### src/rtl/uart_pkg.sv
// ----------------------------------------------------------------------------
// uart_pkg
//   Shared types and constants for the UART transmit path.
//   - state_t      : transmitter FSM states, 3-bit encoding
//   - UART_DATA_W  : payload width (8 bits)
//   - bit_counts() : clocks per bit for a given clock frequency and baud rate
//
//   Optional feature macro used by the importing RTL: UART_TX_PARITY_EN.
// ----------------------------------------------------------------------------
package uart_pkg;

    typedef enum logic [2:0] {
        IDLE   = 3'd0,
        START  = 3'd1,
        DATA   = 3'd2,
        PARITY = 3'd3,
        STOP   = 3'd4
    } state_t;

    localparam int UART_DATA_W = 8;

    function automatic int bit_counts(input int clk_freq, input int baud);
        return clk_freq / baud;
    endfunction

endpackage

### src/rtl/uart_baud_tick.sv
// ----------------------------------------------------------------------------
// uart_baud_tick
//   Bit-time counter for the UART transmitter. Counts 0..BIT_COUNTS-1 while
//   enabled and is held at 0 while disabled.
//
// Ports
//   clk      in   system clock, rising edge
//   rst      in   asynchronous active-high reset
//   enable   in   count while high, clear while low
//   bit_end  out  high in the last clock of each bit time (terminal count)
//   bit_pre  out  high in the clock before bit_end (lets the caller register
//                 an output that must be valid during the terminal clock)
//
// BIT_COUNTS must be >= 2 so that bit_pre and bit_end fall in distinct clocks.
// ----------------------------------------------------------------------------
module uart_baud_tick #(
    parameter int BIT_COUNTS = 2604
) (
    input  logic clk,
    input  logic rst,
    input  logic enable,
    output logic bit_end,
    output logic bit_pre
);

    localparam int CW = (BIT_COUNTS > 1) ? $clog2(BIT_COUNTS) : 1;
    localparam logic [CW-1:0] LAST = CW'(BIT_COUNTS - 1);
    localparam logic [CW-1:0] PRE  = CW'(BIT_COUNTS - 2);

    logic [CW-1:0] cnt;

    always_ff @(posedge clk or posedge rst) begin
        if (rst) begin
            cnt <= '0;
        end else if (!enable || cnt == LAST) begin
            cnt <= '0;
        end else begin
            cnt <= cnt + 1'b1;
        end
    end

    assign bit_end = enable && (cnt == LAST);
    assign bit_pre = enable && (cnt == PRE);

endmodule

### src/rtl/uart_tx.sv
// ----------------------------------------------------------------------------
// uart_tx
//   UART transmitter. Sends one byte per accepted tx_start, LSB first:
//   start bit (0), 8 data bits, optional even parity bit, stop bit (1).
//
//   Build option: define UART_TX_PARITY_EN for 8E1 frames (11 bits);
//   leave it undefined for 8N1 frames (10 bits).
//
// Ports
//   clk       in   system clock, rising edge
//   rst       in   asynchronous active-high reset
//   tx_start  in   one-cycle send request, honoured only while tx_busy=0
//   tx_data   in   byte to send, sampled in the accepting cycle
//   tx        out  serial line, idles high, registered
//   tx_busy   out  high while a frame is in flight (state != IDLE)
//   tx_done   out  one-cycle pulse in the final clock of the stop bit
//   state     out  current FSM state, for observation only
//
// Handshake: a request is taken in the cycle where tx_start=1 and the FSM is
// IDLE; tx_busy rises on the following edge and requests are ignored (not
// queued) until the FSM is back in IDLE.
// ----------------------------------------------------------------------------
module uart_tx
    import uart_pkg::*;
#(
    parameter int CLK_FREQ = 25_000_000,
    parameter int BAUD     = 9600
) (
    input  logic                   clk,
    input  logic                   rst,
    input  logic                   tx_start,
    input  logic [UART_DATA_W-1:0] tx_data,
    output logic                   tx,
    output logic                   tx_busy,
    output logic                   tx_done,
    output state_t                 state
);

    localparam int BIT_COUNTS = bit_counts(CLK_FREQ, BAUD);

    logic                   bit_end;
    logic                   bit_pre;
    logic [2:0]             bit_cnt;
    logic [UART_DATA_W-1:0] shreg;
`ifdef UART_TX_PARITY_EN
    logic                   parity_bit;
`endif

    uart_baud_tick #(
        .BIT_COUNTS(BIT_COUNTS)
    ) u_baud_tick (
        .clk     (clk),
        .rst     (rst),
        .enable  (state != IDLE),
        .bit_end (bit_end),
        .bit_pre (bit_pre)
    );

    always_ff @(posedge clk or posedge rst) begin
        if (rst) begin
            state      <= IDLE;
            tx         <= 1'b1;
            tx_busy    <= 1'b0;
            tx_done    <= 1'b0;
            bit_cnt    <= '0;
            shreg      <= '0;
`ifdef UART_TX_PARITY_EN
            parity_bit <= 1'b0;
`endif
        end else begin
            // tx_done is loaded one clock early so that, as a registered
            // output, it is high during the terminal clock of the stop bit
            // while the FSM is still in STOP.
            tx_done <= (state == STOP) && bit_pre;

            case (state)
                IDLE: begin
                    tx <= 1'b1;
                    if (tx_start) begin
                        state      <= START;
                        tx         <= 1'b0;
                        tx_busy    <= 1'b1;
                        bit_cnt    <= '0;
                        shreg      <= tx_data;
`ifdef UART_TX_PARITY_EN
                        parity_bit <= ^tx_data;
`endif
                    end
                end

                START: begin
                    if (bit_end) begin
                        state <= DATA;
                        tx    <= shreg[0];
                    end
                end

                DATA: begin
                    if (bit_end) begin
                        shreg <= shreg >> 1;
                        if (bit_cnt == 3'd7) begin
`ifdef UART_TX_PARITY_EN
                            state <= PARITY;
                            tx    <= parity_bit;
`else
                            state <= STOP;
                            tx    <= 1'b1;
`endif
                        end else begin
                            bit_cnt <= bit_cnt + 3'd1;
                            tx      <= shreg[1];
                        end
                    end
                end

`ifdef UART_TX_PARITY_EN
                PARITY: begin
                    if (bit_end) begin
                        state <= STOP;
                        tx    <= 1'b1;
                    end
                end
`endif

                STOP: begin
                    if (bit_end) begin
                        state   <= IDLE;
                        tx_busy <= 1'b0;
                    end
                end

                default: begin
                    state   <= IDLE;
                    tx      <= 1'b1;
                    tx_busy <= 1'b0;
                end
            endcase
        end
    end

endmodule

### config.mk
export PLATFORM = sky130hd
export DESIGN_NAME = uart_tx
export DESIGN_NICKNAME = d
export VERILOG_FILES = /design/src/rtl/uart_pkg.sv /design/src/rtl/uart_baud_tick.sv /design/src/rtl/uart_tx.sv
export SDC_FILE = /design/constraint.sdc
export NUM_CORES = 1
export LEC_CHECK = 0
export BUFFER_PORTS_ARGS = -buffer_cell sky130_fd_sc_hd__buf_2
export CAP_MARGIN = 20
export CORE_AREA = 2 2 78 65
export CTS_CLUSTER_DIAMETER = 100
export DETAILED_ROUTE_END_ITERATION = 7
export DIE_AREA = 0 0 80 67
export SLEW_MARGIN = 20
export SYNTH_ARGS = -nofsm -noshare
export SYNTH_HDL_FRONTEND = slang
export SYNTH_HIERARCHICAL = 1
export SYNTH_SLANG_ARGS = --single-unit
### constraint.sdc
create_clock -name clk -period 2.8 [get_ports clk]
set_input_delay 0.14 -clock clk [delete_from_list [all_inputs] [get_ports clk]]
set_output_delay 0.14 -clock clk [all_outputs]
set_load 0.005 [all_outputs]
Word level (Yosys, flattened, before mapping)
Index checks and enable logic that the tools add are counted.
Storage, ports and cells
  bits in registers: 29
  logic and storage cells: 59
Operators by class
  add/sub/neg operators: 2
  equal/unequal tests: 12
  mux-type cells: 22
  bitwise gates (word level): 2
  reduce and logical (&&, ||, !) cells: 14
Operators with widths (number)
  $eq A12 B12 Y1 const B: 2
  $mux W3: 8
  $mux W8: 2
  $pmux W8 S2: 1
  $add A12 B1 Y12 const B: 1
  $mux W12: 1
  $ne A2 B2 Y1 const B: 6
  $pmux W3 S4: 1
  $reduce_and A3 Y1: 3
  $eq A3 B3 Y1 const B: 2
  $mux W1: 6
  $pmux W3 S2: 1
  $reduce_and A5 Y1: 1
  $pmux W1 S4: 1
  $reduce_and A4 Y1: 1
  $add A3 B1 Y3 const B: 1
  $eq A3 B1 Y1 const B: 1
  $eq A3 B2 Y1 const B: 1
  $logic_and A1 B1 Y1: 3
  $logic_not A3 Y1: 1
  $pmux W1 S3: 1
  $reduce_bool A3 Y1: 1
  $not A1 Y1: 2
  $reduce_bool A2 Y1: 1
  3 further kinds: 3

Depth between registers and ports, before layout
Gate-level depths: netlist (run 1).
  word-level depth: 4
  depth in mapped cells: 10
  gate-level depth less buffers: 7

Modules after synthesis
Netlist (run 1), hierarchy kept.
By module, submodules not included
  uart_tx: times used 1, cells an instance 97, area an instance 909.6 um^2, sequential area each 426.7 um^2
  uart_baud_tick: times used 1, cells an instance 64, area an instance 639.4 um^2, sequential area each 300.3 um^2

Least setup slack after synthesis (run 1)
No wires, ideal clock.
  path kind: flip-flop to flip-flop
  start point: reg u_baud_tick.cnt[6]
  end point: reg tx
  library setup time: 0.082 ns
  arrival: 1.915 ns
  path slack: 0.803 ns
  cell stages (with the launch flop): 9
  buffers on the path: 1
  path through: dfrtp_1 -> nor4b_1 -> and3_1 -> and3_1 -> buf_2 -> nand2b_1 -> nor3_1 -> nor3_1 -> mux2_4
On the way
  word-level cells in the longest chain between the ends: 4
RTL lines
  from (decl): RTL line uart_baud_tick.sv:30  | logic [CW-1:0] cnt;
  from (signal assigned): RTL line uart_baud_tick.sv:38  | cnt <= cnt + 1'b1;
  $eq A12 B12 Y1 *: RTL line uart_baud_tick.sv:42  | assign bit_end = enable && (cnt == LAST);
  $logic_and A1 B1 Y1 *: RTL line uart_baud_tick.sv:42
  named net bit_end: RTL line uart_tx.sv:41  | logic bit_end;
  $ne A2 B2 Y1 (no line)
  $reduce_and A3 Y1 (no line) *
  to (signal assigned): RTL line uart_tx.sv:94  | tx <= shreg[0];
  to (signal assigned): RTL line uart_tx.sv:111  | tx <= shreg[1];
  to (decl): RTL line uart_tx.sv:33  | output logic tx,
The timed path passes the listed nets; every way through them passes the cells marked *.
A chain may end at the register's enable or synchronous reset.

Worst setup path after layout (run 1)
Ends and elaborated chain as after synthesis.

==> reports/metrics.yaml, run 1 <==
grt:
  grt_util_met2_pct: 16.4
  grt_start_max_net_pins: 18
  use_met3_pct: 3.25
  grt.total_usage_pct: 12.7
  grt_busiest_layer: "met1"
  grt_pass1_wl_mm: 5.11
  overflow: 0
  grt_pass1_vias: 1067
  use_met1_pct: 18.8
  antenna_found_initial: 0
route:
  drtAntennaViolNets: 0
  drtIter0Drc: 73
  first_pass_iters: 4
  wirelength_mm: 2.88
  num_vias: 1182
  vias_per_cell: 4.88
  post_drt_wl_per_cell_um: 11.9
  route.detailed.drc: 0
clock_network:
  cts_num_sinks: 29
  htreeDepth: 2
  clockBufferDepth: 2
  cts_resized: 0
  clk_latency_ns: 0.28
  clock-root-buffer: "clkbuf_8"
  cts_buffers: 5
  cts_tree: "built"
  clk_pin_slew_ns: 0.06
synthesis:
  async_flop_share_pct: 100
  yosysUniqueCellTypes: 42
  synth_compound_area_share_pct: 15.0
  synth_top_family_by_area: "simple AND/OR/NAND/NOR gates"
  yosysWarnings: 6
  synth_top_cell_area_share_pct: 45.2
  yosys.area_share.adder_pct: 3.23
  synthXorXnorAreaFrac_pct: 1.70
  synth_common_cells: "28 x dfrtp_1, 18 x nand2_1, 12 x nor2_1"
  synth_edf_count: 0
  syn-num-nets: 176
  synth-simple-area-share_pct: 23.1
  synthFlopType: "dfrtp_1"
  syn_inst: 161
  synthesis.area_um2: 1550
  synth-seq-cells: 29
  syn_avg_cell_area_um2: 9.62
  synth_most_common_cell: "dfrtp_1"
  synth_top_cell_by_area: "dfrtp_1"
  synthMuxAreaShare_pct: 5.49
  synth.area.top_cells: "dfrtp_1 45%, mux2i_1 4.5%, nand2_1 4.4%, a21oi_1 3.2%, ha_1 3.2%"
  ys_seq_area_share_pct: 46.9
critical_path:
  path_class: "reg2reg"
  reg2reg_setup_slack_ns: 0.62
  cp.arrival_ns: 2.38
  cp_data_required_time_ns: 3.00
  critical_path_peak_fanout: 9
  crit_chain: "nor4b_1 -> and3_1 -> and3_1 -> nand2b_1 -> nor3_1 -> nor3_1 -> mux2_4"
  cp-end-kind: "register"
  crit_buf_inv: 0
  cp_top_family: "simple AND/OR/NAND/NOR gates"
  crit-reg2reg-launch: "u_baud_tick/cnt[6]"
  rr_worst_depth: 7
  cp_slowest_cell: "dfrtp_1"
  reg2reg_to: "tx"
  slowest_delay_ns: 0.42
  cp-start-kind: "register"
final_layout:
  final_cells: 242
  drive_gt1_share_pct: 19.8
  antennaDiodeCount: 0
  fin_nets: 196
  areaGrowthSynthToFinish_pct: 14.6
timing:
  min_period_over_period_pct: 77.8
  finalSetupViolations: 0
  hold_viol: 0
  period_minus_slack_ns: 2.18
  slew_violations: 0
  timing.setup.tns_ns: 0
  slew_headroom_pct: 55.1
  grt_setup_unrepaired: "false"
  finClkSkew_ns: 0.00312
  clock.fmax_mhz: 459
  tightest_slew_ns: 0.672
floorplan:
  die_x_um: 80
  dieArea_um2: 5360
  start_util_pct: 34.3
  std_cell_rows: 22
  core_area_um2: 4510
  die_h_um: 67
  ios: 17
worst_hold_path:
  hp-start: "tx_data[1]"
  min_to: "shreg[1]"
  hold_depth: 3
  hp-class: "in2reg"
power_and_ir_drop:
  p_leak_uw: 0.000797
  ir_worst_vdd_mv: 0.247
  powerDensity_nw_per_um2: 600
placement:
  dp_cells: 233
  dp_hpwl_mm: 2.11
  place.gp.congestion: 0.744
  portBuffers: 16
outcome:
  status: "completed"
flow_run:
  maxCapViolations: 0
[routing by layer]
metal | vias to the layer above | share of wire (%) | wire length, um
met5 | - | 0 | 0
met4 | 0 | 1.7 | 48
met3 | 4 | 3.0 | 87
met2 | 16 | 40 | 1160
met1 | 553 | 55 | 1590
li1 | 609 | - | -
[state kept, by name, indices dropped and copies added (netlist names)]
| register | count |
|---|---|
| state | 3 |
| tx | 1 |
| tx_done | 1 |
| shreg | 8 |
| u_baud_tick/cnt | 12 |
| tx_busy | 1 |
| bit_cnt | 3 |
[final cells by class]
type	instances	area, um2
clock buffers	6	72.6
clock inverters	2	10.0
fillers	475	2740
inverters	9	33.8
multi-input cells	117	752
flip-flops and latches	29	727
well taps	60	75.1
repair buffers	19	105
[how the worst max path moves through the flow]
stage | start | to | slack [ns] | cells past startpoint
3_5_place_dp | u_baud_tick/cnt[6] | tx | 0.61 | 7
4_1_cts | u_baud_tick/cnt[6] | tx | 0.61 | 7
5_1_grt | u_baud_tick/cnt[6] | tx | 0.42 | 7
6_report | u_baud_tick/cnt[6] | tx | 0.62 | 7
2_1_floorplan | u_baud_tick/cnt[6] | tx | 0.80 | 8
3_3_place_gp | u_baud_tick/cnt[6] | tx | 0.67 | 7
[cells by family after synthesis]
| kind of cell | after synthesis |
|---|---|
| simple gates | 63 |
| flops | 29 |
| buf+inv | 15 |
| xor+xnor | 3 |
| fa+ha+maj | 4 |
| mux | 8 |
| compound gates | 39 |
[repair_timing]
action	CTS	global route
endpoints found under the hold margin	28	0
setup buffers	0	0
hold buffers	1	0
[cell usage in the layout (no fill, tap or decap), types with 3 or more instances in the layout]
master    Yosys  routed
ha_1          4       4
o31ai_1       4       4
clkbuf_8      0       5
nand2_1      18      18
and3_1        4       4
nor2_1       12      12
inv_1         8       8
mux2i_1       7       7
nand3_1       5       5
dfrtp_1      28      28
o21ai_1       9       9
o21ai_0       9       9
a21oi_1      10      10
or4_1         4       4
buf_2         5      16
nand2b_1      3       3
[worst register-to-register path, cell delays in order (launching register included)]
cell and delay (ns):
dfrtp_1 0.42, nor4b_1 0.38, and3_1 0.22, and3_1 0.31, nand2b_1 0.16, nor3_1 0.05, nor3_1 0.24, mux2_4 0.32
[power by group]
| part | leakage [uW] | internal [uW] | total (uW) | switching (uW) |
|---|---|---|---|---|
| registers | 0.000370 | 491 | 553 | 62.2 |
| logic | 0.000382 | 88.1 | 188 | 99.4 |
| clock network | 0.0000450 | 172 | 324 | 153 |
[through the flow]
step	util [%]	setup slack [ns]	total power, uW	cell area (um2)	hold slack [ns]
6_report	39.3	0.622	1060	1780	0.128
5_1_grt	39.3	0.425	1140	1780	0.150
4_1_cts	39.3	0.611	1080	1780	0.125
3_5_place_dp	37.3	0.614	748	1680	0.186
3_3_place_gp	37.3	0.666	744	1680	0.196
2_1_floorplan	-	0.803	689	1550	0.00470
No activity file was read; power rests on OpenSTA's default activity.
==> inputs of run 2 (changes only) <==
- clock period: 2.8 -> 2.17 ns (I/O delays scaled with it)
==> run 2 against run 1 <==
  * Highest routed layer unchanged
  * Via count rose by 5.8%
  * Power rose by 48%
  * First-iteration DRC count rose by 16%
==> reports/metrics.yaml, run 2 (same netlist as run 1, synthesis figures left out) <==
outcome:
  status: "completed"
floorplan:
  start_util_pct: 34.3
  core_area_um2: 4510
  ios: 17
  die_h_um: 67
  std_cell_rows: 22
  die_x_um: 80
  dieArea_um2: 5360
critical_path:
  cp_top_family: "simple AND/OR/NAND/NOR gates"
  crit_buf_inv: 0
  critical_path_peak_fanout: 7
  cp-end-kind: "register"
  path_class: "reg2reg"
  cp.arrival_ns: 2.23
  slowest_delay_ns: 0.43
  cp_slowest_cell: "dfrtp_1"
  cp_data_required_time_ns: 2.38
  crit_chain: "and4bb_2 -> and3_1 -> and3_1 -> nand2b_1 -> nor3_1 -> nor3_1 -> mux2_4"
  cp-start-kind: "register"
clock_network:
  cts_num_sinks: 29
  clockBufferDepth: 2
  cts_buffers: 5
  clk_latency_ns: 0.28
  htreeDepth: 2
  cts_tree: "built"
  clk_pin_slew_ns: 0.07
  clock-root-buffer: "clkbuf_8"
  post-cts-setup-buffers: 0
grt:
  grt_start_max_net_pins: 18
  grt_pass1_wl_mm: 5.49
  overflow: 0
  grt.total_usage_pct: 13.6
  antenna_found_initial: 0
  grt_pass1_vias: 1155
timing:
  slew_headroom_pct: 56.6
  slew_violations: 0
  finClkSkew_ns: 0.00574
  finalSetupViolations: 0
  tightest_slew_ns: 0.650
  period_minus_slack_ns: 2.02
  grt_setup_unrepaired: "false"
  whs_ns: 0.0944
  timing.setup.tns_ns: 0
  fin_ws_ns: 0.146
  min_period_over_period_pct: 93.3
  hold_viol: 0
  clock.fmax_mhz: 494
route:
  post_drt_wl_per_cell_um: 12.6
  met2_wirelength_mm: 1.20
  dr.max_layer_used: "met4"
  vias_per_cell: 5.00
  first_pass_iters: 4
  num_vias: 1251
  drt-met1-wl_mm: 1.74
  drtAntennaViolNets: 0
  route.detailed.drc: 0
  drtIter0Drc: 85
  wirelength_mm: 3.14
  met3WireLength_um: 160
final_layout:
  final_cells: 250
  drive_gt1_share_pct: 24.2
  biggestRegsByFlops: "u_baud_tick/cnt x12, shreg x8"
  largest_reg_flops: 12
  multi_input_area_um2: 766
  areaGrowthSynthToFinish_pct: 21.8
  fin_nets: 204
  nFillCells: 471
  regMostFlops: "u_baud_tick/cnt"
  area.sequential_um2: 727
  antennaDiodeCount: 0
  layout_common_cells: "28 x dfrtp_1, 18 x nand2_1, 16 x buf_2"
  layout_commonest_cell: "dfrtp_1"
placement:
  dp_slack_ns: 0.0709
  dp_hpwl_mm: 2.25
  place.gp.congestion: 0.777
  portBuffers: 16
  dp_cells: 241
power_and_ir_drop:
  powerDensity_nw_per_um2: 836
  power_uw: 1580
  p_leak_uw: 0.000856
  ir_worst_vdd_mv: 0.387
worst_hold_path:
  hp-class: "in2reg"
flow_run:
  maxCapViolations: 0
-- run 2: repair_timing --
item | in CTS | in global routing
resized for setup | 0 | 2
setup endpoints to repair | 0 | 8
hold endpoints to repair | 28 | 0
hold buffers | 1 | 0
-- run 2: per-stage QoR --
| stage | cell area [um2] | utilization (%) |
|---|---|---|
| 2_1_floorplan | 1550 | - |
| 3_3_place_gp | 1740 | 38.6 |
| 3_5_place_dp | 1740 | 38.6 |
| 4_1_cts | 1870 | 41.5 |
| 5_1_grt | 1890 | 41.8 |
| 6_report | 1890 | 41.8 |
-- run 2: per-layer routing --
metal	up-vias	track usage, %
met3	5	3.66
met2	34	17.2
met1	586	20.8
li1	626	-
met5	-	0
met4	0	6.36
-- run 2: area by class of cell --
class,instances,share of cell area (%)
clock inverters,2,1.99
inverters,9,1.79
multi-input cells,117,40.6
well taps,60,3.98
flip-flops and latches,29,38.5
clock buffers,6,4.38
repair buffers,27,8.75
-- run 2: power by group --
part	switching (uW)	internal, uW
registers	54.7	633
clock network	211	373
logic	166	140
-- run 2: worst paths after layout --
check / start / end / slack (ns) / cells past startpoint
max: u_baud_tick/cnt[8] / tx / 0.15 / 7
min: tx_data[3] / shreg[3] / 0.09 / 3
max reg2reg: u_baud_tick/cnt[8] / tx / 0.15 / 7
min reg2reg: u_baud_tick/cnt[0] / u_baud_tick/cnt[0] / 0.49 / 1
max in group asynchronous: rst / state[1] / 1.28 / 3
min in group asynchronous: rst / u_baud_tick/cnt[1] / 0.40 / 3
-- run 2: tightest hold or removal path, delay by kind of cell --
kind | cells | cell delay (ns)
AOI/OAI and AO/OA | 1 | 0.10
muxes | 1 | 0.05
buffers and inverters | 1 | 0.07
